<file path="src/rtl/gb_pixel_feeder.sv">
// Raster-order frame source for the Gaussian-blur stencil: reads a synchronous-read
// pixel memory and streams one 8-bit pixel per cycle on an AXI-stream style output.
module gb_pixel_feeder #(
  parameter int IMG_W = 648,
  parameter int IMG_H = 488,
  parameter int AW    = 19
) (
  input  logic          clk,
  input  logic          rst,
  input  logic          start,
  input  logic          abort,
  output logic          busy,
  output logic          done,
  output logic          mem_rd,
  output logic [AW-1:0] mem_addr,
  input  logic [7:0]    mem_rdata,
  output logic [7:0]    arg_1_TDATA,
  output logic          arg_1_TVALID,
  input  logic          arg_1_TREADY
);

  localparam int NPIX = IMG_W * IMG_H;
  localparam int CW   = $clog2(NPIX + 1);

  typedef enum logic {IDLE, RUN} state_t;

  state_t        state, state_nxt;
  logic [CW-1:0] rd_cnt, tx_cnt;
  logic          inflight;
  logic [1:0]    fcount;
  logic [7:0]    tail;
  logic [AW-1:0] addr_q;
  logic          pop, push, issue, last_beat;

  // arg_1_TDATA is the FIFO head register itself, so it never sees mem_rdata combinationally.
  assign arg_1_TVALID = (fcount != 2'd0);
  assign pop          = arg_1_TVALID && arg_1_TREADY;
  assign push         = inflight;
  assign last_beat    = (state == RUN) && pop && (tx_cnt == CW'(NPIX - 1));
  assign issue        = (state == RUN) && !abort && (rd_cnt < CW'(NPIX)) &&
                        (((3'(fcount) + 3'(inflight)) < 3'd2) || pop);

  always_ff @(posedge clk or posedge rst) begin
    if (rst) state <= IDLE;
    else     state <= state_nxt;
  end

  always_comb begin
    // NOTE: default first so every path assigns state_nxt and no latch is inferred.
    state_nxt = state;
    unique case (state)
      IDLE: if (start && !abort) state_nxt = RUN;
      RUN:  if (abort || last_beat) state_nxt = IDLE;
      default: state_nxt = IDLE;
    endcase
  end

  always_comb begin
    busy     = (state == RUN);
    mem_rd   = issue;
    mem_addr = issue ? AW'(rd_cnt) : addr_q;
  end

  // NOTE: sequential state uses non-blocking assignments so every register samples pre-edge values.
  always_ff @(posedge clk or posedge rst) begin
    if (rst) begin
      rd_cnt      <= '0;
      tx_cnt      <= '0;
      inflight    <= 1'b0;
      fcount      <= 2'd0;
      tail        <= 8'd0;
      arg_1_TDATA <= 8'd0;
      addr_q      <= '0;
      done        <= 1'b0;
    end else begin
      done <= last_beat && !abort;
      if (issue) addr_q <= AW'(rd_cnt);
      if (abort || last_beat) begin
        // Abort drops the FIFO and any read still in flight; frame end just rewinds.
        rd_cnt   <= '0;
        tx_cnt   <= '0;
        inflight <= 1'b0;
        fcount   <= 2'd0;
      end else begin
        inflight <= issue;
        if (issue) rd_cnt <= rd_cnt + CW'(1);
        if (pop)   tx_cnt <= tx_cnt + CW'(1);
        unique case ({push, pop})
          2'b10: begin
            if (fcount == 2'd0) arg_1_TDATA <= mem_rdata;
            else                tail        <= mem_rdata;
            fcount <= fcount + 2'd1;
          end
          2'b01: begin
            if (fcount == 2'd2) arg_1_TDATA <= tail;
            fcount <= fcount - 2'd1;
          end
          2'b11: begin
            if (fcount == 2'd1) arg_1_TDATA <= mem_rdata;
            else begin
              arg_1_TDATA <= tail;
              tail        <= mem_rdata;
            end
          end
          default: ;
        endcase
      end
    end
  end

endmodule
</file>
<file path="config.mk">
export PLATFORM = sky130hd
export DESIGN_NAME = gb_pixel_feeder
export DESIGN_NICKNAME = d
export VERILOG_FILES = /design/src/rtl/gb_pixel_feeder.sv
export SDC_FILE = /design/constraint.sdc
export NUM_CORES = 1
export LEC_CHECK = 0
export CORE_MARGIN = 2
export CORE_UTILIZATION = 63
export DETAILED_ROUTE_END_ITERATION = 10
export DONT_BUFFER_PORTS = 1
export GPL_TIMING_DRIVEN = 0
export PLACE_DENSITY = 0.91
export SYNTH_ARGS = -nofsm -noshare
export SYNTH_HDL_FRONTEND = slang
export SYNTH_SLANG_ARGS = --single-unit
export TNS_END_PERCENT = 30
</file>
<file path="constraint.sdc">
create_clock -name clk -period 2.8 [get_ports clk]
set_input_delay 0.56 -clock clk [delete_from_list [all_inputs] [get_ports clk]]
set_output_delay 0.56 -clock clk [all_outputs]
set_load 0.05 [all_outputs]
</file>
Word level (Yosys, flattened, before mapping)
Index checks and enable logic that the tools add are counted.

operators by class
  add/subtract/negate cells = 5
  order comparisons = 2
  equality and inequality tests = 10
  multiplexer cells = 18
  bitwise logic cells = 2
  reduce and logical (&&, ||, !) cells = 20

operators with widths
  cell                                                        count
  2-to-1 mux 19 bit                                           5
  2-to-1 mux 8 bit                                            5
  adder 19 x 1 -> 19 bit, second input constant               2
  case mux 8 bit (3 select lines)                             1
  == test 19 bit, second input constant                       1
  less-than comparator 19 bit, second input constant          1
  case mux 8 bit (2 select lines)                             1
  logical AND 1 bit                                           8
  != test 2 bit, second input constant                        4
  AND reduction 4 bit                                         2
  nonzero test 2 bit                                          4
  == test 2 bit, second input constant                        3
  nonzero test 3 bit                                          2
  == test 2 x 1 -> 1 bit, second input constant               2
  case mux 2 bit (2 select lines)                             1
  adder 2 x 1 -> 3 bit                                        1
  less-than comparator 3 x 2 -> 1 bit, second input constant  1
  2-to-1 mux 1 bit                                            3
  adder 2 x 1 -> 2 bit, second input constant                 1
  zero test 2 bit                                             1
  logical OR 1 bit                                            2
  2-to-1 mux 2 bit                                            1
  NOT 1 bit                                                   2
  case mux 1 bit (2 select lines)                             1
  2 further kinds                                             2

storage, ports and cells
  register bits = 78
  output and inout bits = 31
  word-level logic and storage cells = 66

Depth between registers and ports, before layout
Gate-level depths: netlist of run 1.

  word-level depth = 7
  mapped depth = 9
  depth with buffers taken out = 6

Least setup slack after synthesis of run 1
OpenSTA, ideal clock, no wires.

  kind = reg-to-output
  start point = reg fcount[0]
  end point = out mem_addr[18]
  data arrival time = 2556 ps
  data required time = 2240 ps
  path slack = -316 ps
  cell stages (with the launch flop) = 9
  path buffers = 2
  path through = dfrtp_1 > inv_1 > ha_1 > nor2b_1 > buf_4 > o2111ai_4 > nor2_1 > buf_2 > a2bb2oi_1

between the ends
  longest elaborated chain between the ends = 5
  elaborated cells on any way between the ends = 7
  classes of those cells = add/sub (1); order compare (1); mux (1); reduce/logical (4)

RTL lines
  item                                                                      line    source
  start: declaration                                                        30      logic [1:0] fcount;
  start signal: assignment                                                  92      fcount <= fcount + 2'd1;
  start signal: assignment                                                  96      fcount <= fcount - 2'd1;
  adder 2 x 1 -> 3 bit or nonzero test 2 bit (tied branches)                41, 36
  less-than comparator 3 x 2 -> 1 bit or logical AND 1 bit (tied branches)  41, 37
  logical OR 1 bit *                                                        41      (((3'(fcount) + 3'(inflight)) < 3'd2) || pop);
  logical AND 1 bit *                                                       40      assign issue = (state == RUN) && !abort && (rd_cnt < CW'(NPIX)) &&
  named net mem_rd                                                          14      output logic mem_rd,
  2-to-1 mux 19 bit *                                                       61      mem_addr = issue ? AW'(rd_cnt) : addr_q;
  end: declaration                                                          15      output logic [AW-1:0] mem_addr,

The timed path passes the listed nets; every way through them passes the cells marked *.

Worst setup path in the final report of run 1
  start point = reg rd_cnt[17]
  end point = out mem_addr[14]

between the ends
  longest elaborated chain between the ends = 4

RTL lines
  item                             line  source
  start: declaration               28    logic [CW-1:0] rd_cnt, tx_cnt;
  start signal: assignment         86    if (issue) rd_cnt <= rd_cnt + CW'(1);
  less-than comparator 19 bit      40
  logical AND 1 bit (2 in series)  40
  named net mem_rd                 14
  2-to-1 mux 19 bit                61

The timed path passes the listed nets, and every way through them passes these cells.

==> qor.yml, run 1 <==
outcome: "finished, violations left"
violations: "negative setup slack"
antenna_found_initial: 0
design.core.area_um2: 6026
slowest_delay_ns: 0.50
cts_max_path_buffers: 2
crit_fanout: 6
hp-class: "in2async"
total_power_w: 0.003125
critical_path_required_ns: 2.24
fin_skew_ns: 0.01240
die_w_um: 83.45
max_cap_viol_count: 0
syn_nets: 365
die-area_um2: 6963
synth_cell_types: 47
grt_usage_pct: 28.13
fill_cells: 361
grt_overflow: 0
post_dp_cell_area_um2: 4106
grt_max_degree: 55
crit_family: "simple AND/OR/NAND/NOR gates"
yosys_warnings: 0
routed_via_density: 6.926
wl_um: 9744
yosys_most_used_dff: "dfrtp_1"
netlist_instances: 347
fin_cells: 448
final_util_pct: 75.33
synth_seq_cells: 78
cts.htree.levels: 3
rows: 28
drive_gt1_share_pct: 29.76
async_reset_ff_share_pct: 100.0
synth_edf_count: 0
chipHeight_um: 83.45
leakage_nw: 1.857
drt_iter0_drc: 369
path_buf_inv: 1
finalCritPeriodShare_pct: 101.2
ys_seq_area_share_pct: 49.09
dpl.hpwl_um: 5583
ir_worst_vdd_mv: 0.6544
diodes: 0
hold_buffers: 0
regArea_um2: 1952
multi_input_area_um2: 2003
post-place-cells: 423
gp_congestion: 0.8456
cts_sinks: 78
min_period_ns: 2.832
post-route-worst-setup-slack_ns: -0.03249
syn_area_per_cell_um2: 11.46
io_pins: 44
criticalPathCategory: "reg2out"
cp-start-kind: "flop"
syn_area_um2: 3976
slew_headroom_pct: 56.07
wl_per_cell_um: 21.75
clk_pin_slew_worst_paths_ns: 0.09
powerDensity_nw_per_um2: 688.4
grt_pass1_vias: 3187
grt_setup_unrepaired: "true"
final_cell_area_um2: 4539
dr.pass1.iters: 5
numCtsBuffers: 9
cts_root_buf: "clkbuf_8"
clock_latency_ns: 0.36
whs_ns: 0.03635
vias: 3103
start_util_pct: 65.99
setup_viol: 15
area_growth_pct: 14.16
slew_violations: 0
cp_slowest_cell: "or3b_1"
path_cells: "or3b_1 > a211oi_4 > nor2_4 > buf_12 > mux2_4"
end_kind: "primary output"
portBuffers: 0
route.detailed.drc: 0
cts_tree: "built"
timing_hold_violations_final: 0
fin_nets: 386
grt_pass1_wl_um: 15810
fmax_ghz: 0.3530
cp.arrival_ns: 2.27
ant_nets: 0
tightest_slew_ns: 0.6589
## placed cells by master (no fill, tap or decap), types with 4 or more instances in the layout
cell type,netlist,routed
inv_1,9,6
nand4_1,14,14
xor2_1,6,6
a21oi_1,18,17
or3_1,5,5
or4_1,9,9
xnor2_1,6,6
nand2_1,14,14
clkbuf_8,0,10
a21oi_2,8,9
or4_4,8,8
mux2_2,42,24
o31ai_1,17,17
nor2_1,19,18
nand3_1,13,13
and4_1,7,7
dfrtp_1,78,78
buf_4,4,12
buf_2,8,6
ha_1,5,4
mux2_4,0,18
mux2i_1,4,4
o211ai_1,5,5
o21ai_0,8,8
## stage by stage
stage          TNS (ns)  setup slack [ns]
2_1_floorplan         0           0.06544
3_3_place_gp     -37.44           -0.4675
3_5_place_dp     -1.515           -0.2258
4_1_cts               0          0.003652
5_1_grt          -1.641           -0.1068
6_report        -0.3532          -0.03249
## power by group
part | switching [W] | internal [W]
registers | 0.000292 | 0.00126
clock network | 0.000421 | 0.000528
logic | 0.000331 | 0.000295
## logic make-up after synthesis
logic type               synth area share [%]
buffers and inverters                   3.398
multiplexers                            12.90
AO/OA/AOI/OAI                           13.09
XOR/XNOR                                2.643
AND/OR/NAND/NOR                         17.31
flip-flops                              49.09
adder cells (fa/ha/maj)                 1.573
## final timing paths
kind / from / endpoint / slack, ns / cells after the start
min in group clk: start / busy / 0.34 / 2
worst min register to register: tail[7] / tail[7] / 0.51 / 1
worst min-delay path: rst / arg_1_TDATA[4] / 0.04 / 1
worst max-delay path: rd_cnt[17] / mem_addr[14] / -0.03 / 5
max in group asynchronous: rst / tx_cnt[11] / 2.18 / 2
worst max register to register: fcount[0] / rd_cnt[11] / 0.24 / 8
## routing by layer
metal | routed length (µm) | vias to the layer above | GRT usage (%)
met5 | 0 | - | 0
met4 | 346 | 0 | 14.22
met3 | 730 | 46 | 6.262
met2 | 4750 | 180 | 44.13
met1 | 3918 | 1526 | 36.93
li1 | - | 1351 | -
## cell type report
type | count | area share, %
plain buffers | 18 | 2.894
clock buffers | 11 | 3.115
clock inverters | 5 | 1.819
inverters | 9 | 0.7993
multi-input cells | 242 | 44.13
flip-flops and latches | 78 | 43.00
well taps | 75 | 2.067
repair buffers | 10 | 2.178
## state kept, by name (all words and copies together), names as in the netlist
register and count:
rd_cnt 19, arg_1_TDATA 8, tx_cnt 19, inflight 1, addr_q 19, busy 1, done 1, fcount 2
tail 8
## cells in the mapped netlist, drive strengths merged, types with 4 or more instances
| cell | n | share of area [%] |
|---|---|---|
| dfrtp | 78 | 49 |
| mux2 | 42 | 12 |
| a21oi | 26 | 4.0 |
| nor2 | 19 | 1.8 |
| o31ai | 17 | 3.2 |
| or4 | 17 | 4.0 |
| buf | 15 | 2.2 |
| nand2 | 14 | 1.3 |
| nand4 | 14 | 2.2 |
| nand3 | 13 | 1.6 |
| o21ai | 11 | 1.5 |
| inv | 9 | 0.85 |
| and4 | 7 | 1.5 |
| xnor2 | 6 | 1.3 |
| xor2 | 6 | 1.3 |
| a211oi | 5 | 1.9 |
| ha | 5 | 1.6 |
| o211ai | 5 | 0.94 |
| or3 | 5 | 0.79 |
| mux2i | 4 | 1.0 |
## what timing repair did
| item | CTS | global route |
|---|---|---|
| pin swaps | 3 | 2 |
| endpoints found under the setup margin | 20 | 19 |
| resized for setup | 32 | 5 |
| buffers inserted | 5 | 3 |
| gates cloned | 1 | 0 |
Power figures use the tool's default switching activity.
==> run 2: changes to the inputs <==
--- a/config.mk
+++ b/config.mk
@@ -10,7 +10,8 @@
 export DETAILED_ROUTE_END_ITERATION = 10
 export DONT_BUFFER_PORTS = 1
 export GPL_TIMING_DRIVEN = 0
-export PLACE_DENSITY = 0.91
+export MAX_ROUTING_LAYER = met4
+export PLACE_DENSITY = 0.76
 export SYNTH_ARGS = -nofsm -noshare
 export SYNTH_HDL_FRONTEND = slang
 export SYNTH_SLANG_ARGS = --single-unit
==> constraint.sdc (replaced) <==
create_clock -name clk -period 3.25 [get_ports clk]
set_input_delay 0.65 -clock clk [delete_from_list [all_inputs] [get_ports clk]]
set_output_delay 0.65 -clock clk [all_outputs]
set_load 0.05 [all_outputs]
==> run 2 against run 1 <==
The flow now finishes without violations. Routed wire length is 21% lower. Clock skew grew 0.0029 ns. Critical path depth is 3 higher. Global-route usage fell by 4.2 points. Sequential power is 14% lower. Clock power decreased by 30%. Die area did not move. Critical path type unchanged. Largest cell class unchanged. Largest power group unchanged.
==> qor.yml, run 2 (synthesis results as in run 1) <==
final_common_cell: "dfrtp_1"
wl_per_cell_um: 17.62  # -19%
fin_skew_ns: 0.01529  # +0.002898 ns
timing_hold_violations_final: 0  # unchanged
start_util_pct: 65.99  # unchanged
fill_cells: 431  # +19%
cts_max_path_buffers: 2  # unchanged
cts_sinks: 78  # unchanged
grt_overflow: 0  # unchanged
min_period_ns: 3.108
area_growth_pct: 10.45
hp-class: "in2async"
ir_worst_vdd_mv: 0.5321  # -19%
max_cap_viol_count: 0  # unchanged
setup_viol: 0  # -15
critical_path_required_ns: 2.60  # +0.36 ns
hold_buffers: 0  # unchanged
dpl.hpwl_um: 5216  # -6.6%
tightest_slew_ns: 0.6869  # +0.02795 ns
numCtsBuffers: 9  # unchanged
ant_nets: 0  # unchanged
routed_via_density: 6.387  # -7.8%
final_cell_area_um2: 4392  # -3.3%
slew_violations: 0  # unchanged
post-cts-setup-buffers: 0  # -5
fin_nets: 377  # -2.3%
portBuffers: 0  # unchanged
r2r_start: "fcount[0]"
wl_um: 7735  # -21%
diodes: 0  # unchanged
drive_gt1_share_pct: 26.92  # -2.8 points
route.detailed.drc: 0  # unchanged
criticalPathCategory: "reg2out"
vias: 2804  # -9.6%
rows: 28  # unchanged
grt_setup_unrepaired: "false"
grt_max_degree: 41  # -25%
fmax_ghz: 0.3217
grt_pass1_vias: 2753  # -14%
die_w_um: 83.45  # unchanged
grt_pass1_wl_um: 13340  # -16%
dr.pass1.iters: 4  # -1
grt_usage_pct: 23.98  # -4.2 points
finalCritPeriodShare_pct: 95.64
top_regs: "addr_q (19), rd_cnt (19), tx_cnt (19)"
end_kind: "primary output"
clock_latency_ns: 0.35  # about the same
crit_fanout: 10  # +4
drt_iter0_drc: 209  # -43%
slew_headroom_pct: 54.21  # -1.9 points
reg2regPathDepth: 7  # -1
design.core.area_um2: 6026  # unchanged
multi_input_area_um2: 1982  # -1.1%
outcome: "completed"
die-area_um2: 6963  # unchanged
cts.htree.levels: 3  # unchanged
r2r-end: "tx_cnt[6]"
cts_root_buf: "clkbuf_8"
r2r_slack_ns: 0.73  # +0.49 ns
post_dp_cell_area_um2: 4099  # -0.18%
layout_common_cells: "dfrtp_1, mux2_2, nor2_1, a21oi_1, mux2_4"
cts_tree: "built"
regArea_um2: 1952  # unchanged
post-route-worst-setup-slack_ns: 0.1416  # +0.1741 ns
leakage_nw: 1.782  # -4.1%
gp_congestion: 0.8215  # -2.9%
io_pins: 44  # unchanged
chipHeight_um: 83.45  # unchanged
antenna_found_initial: 0  # unchanged
dp_slack_ns: 0.1358  # +0.3616 ns
cp-start-kind: "flop"
clk_pin_slew_worst_paths_ns: 0.08  # about the same
cp.arrival_ns: 2.46  # +0.19 ns
powerDensity_nw_per_um2: 553.1  # -20%
-- run 2: worst max-delay path by stage --
stage	from	endpoint	slack (ns)	depth (start not counted)
2_1_floorplan	abort	mem_addr[18]	0.37	6
3_5_place_dp	abort	mem_addr[18]	0.14	6
3_3_place_gp	rst	tx_cnt[10]	-0.17	1
4_1_cts	fcount[0]	mem_addr[15]	-0.02	8
6_report	fcount[0]	mem_addr[5]	0.14	8
5_1_grt	fcount[0]	mem_addr[8]	0.005	8
-- run 2: report_power, final --
part	leakage, nW	total, W	internal [W]	switching, W
clock	0.0913	0.000667	0.000317	0.000350
combinational	0.626	0.000424	0.000197	0.000227
sequential	1.06	0.00134	0.00108	0.000253
total	1.78	0.00243	0.00160	0.000829
-- run 2: stage by stage --
step                instances  utilization, %  power [W]  setup TNS (ns)  hold slack, ns
floorplan                 347               -   0.001687               0          0.4767
global route              439           72.88   0.002541               0          0.2308
finish                    439           72.88   0.002429               0          0.1907
global placement          422           67.65   0.001744          -12.99          0.4850
CTS                       439           71.43   0.002445         -0.1187          0.2039
detailed placement        423           68.02   0.001766               0          0.4933
-- run 2: per-layer routing --
layer | vias up | routed length (µm) | global-route usage (%)
met5 | - | 0 | -
met4 | 0 | 46 | 5.132
met1 | 1388 | 3657 | 35.61
met2 | 77 | 3604 | 33.80
li1 | 1333 | - | -
met3 | 6 | 427 | 5.964
-- run 2: critical path, cell delays in order (launching register included) --
cell and delay, ns:
dfrtp_1 0.41, inv_1 0.09, ha_1 0.28, nor2b_1 0.13, buf_4 0.18, o2111ai_4 0.21, nor2_4 0.20, buf_6 0.20
mux2_4 0.41
-- run 2: what timing repair did --
item                                   4_1_cts  5_1_grt
pin swaps                                    0        1
cloned                                       0        0
gates resized for setup                      4       23
setup endpoints to repair                   11       19
endpoints found under the hold margin        0        0
-- run 2: final cells by class --
type | count | share of cell area [%]
plain buffers | 18 | 2.792
clock buffers | 11 | 3.447
clock inverters | 5 | 0.7692
inverters | 9 | 0.8262
multi-input cells | 242 | 45.13
flip-flops and latches | 78 | 44.44
well taps | 75 | 2.137
repair buffers | 1 | 0.4558
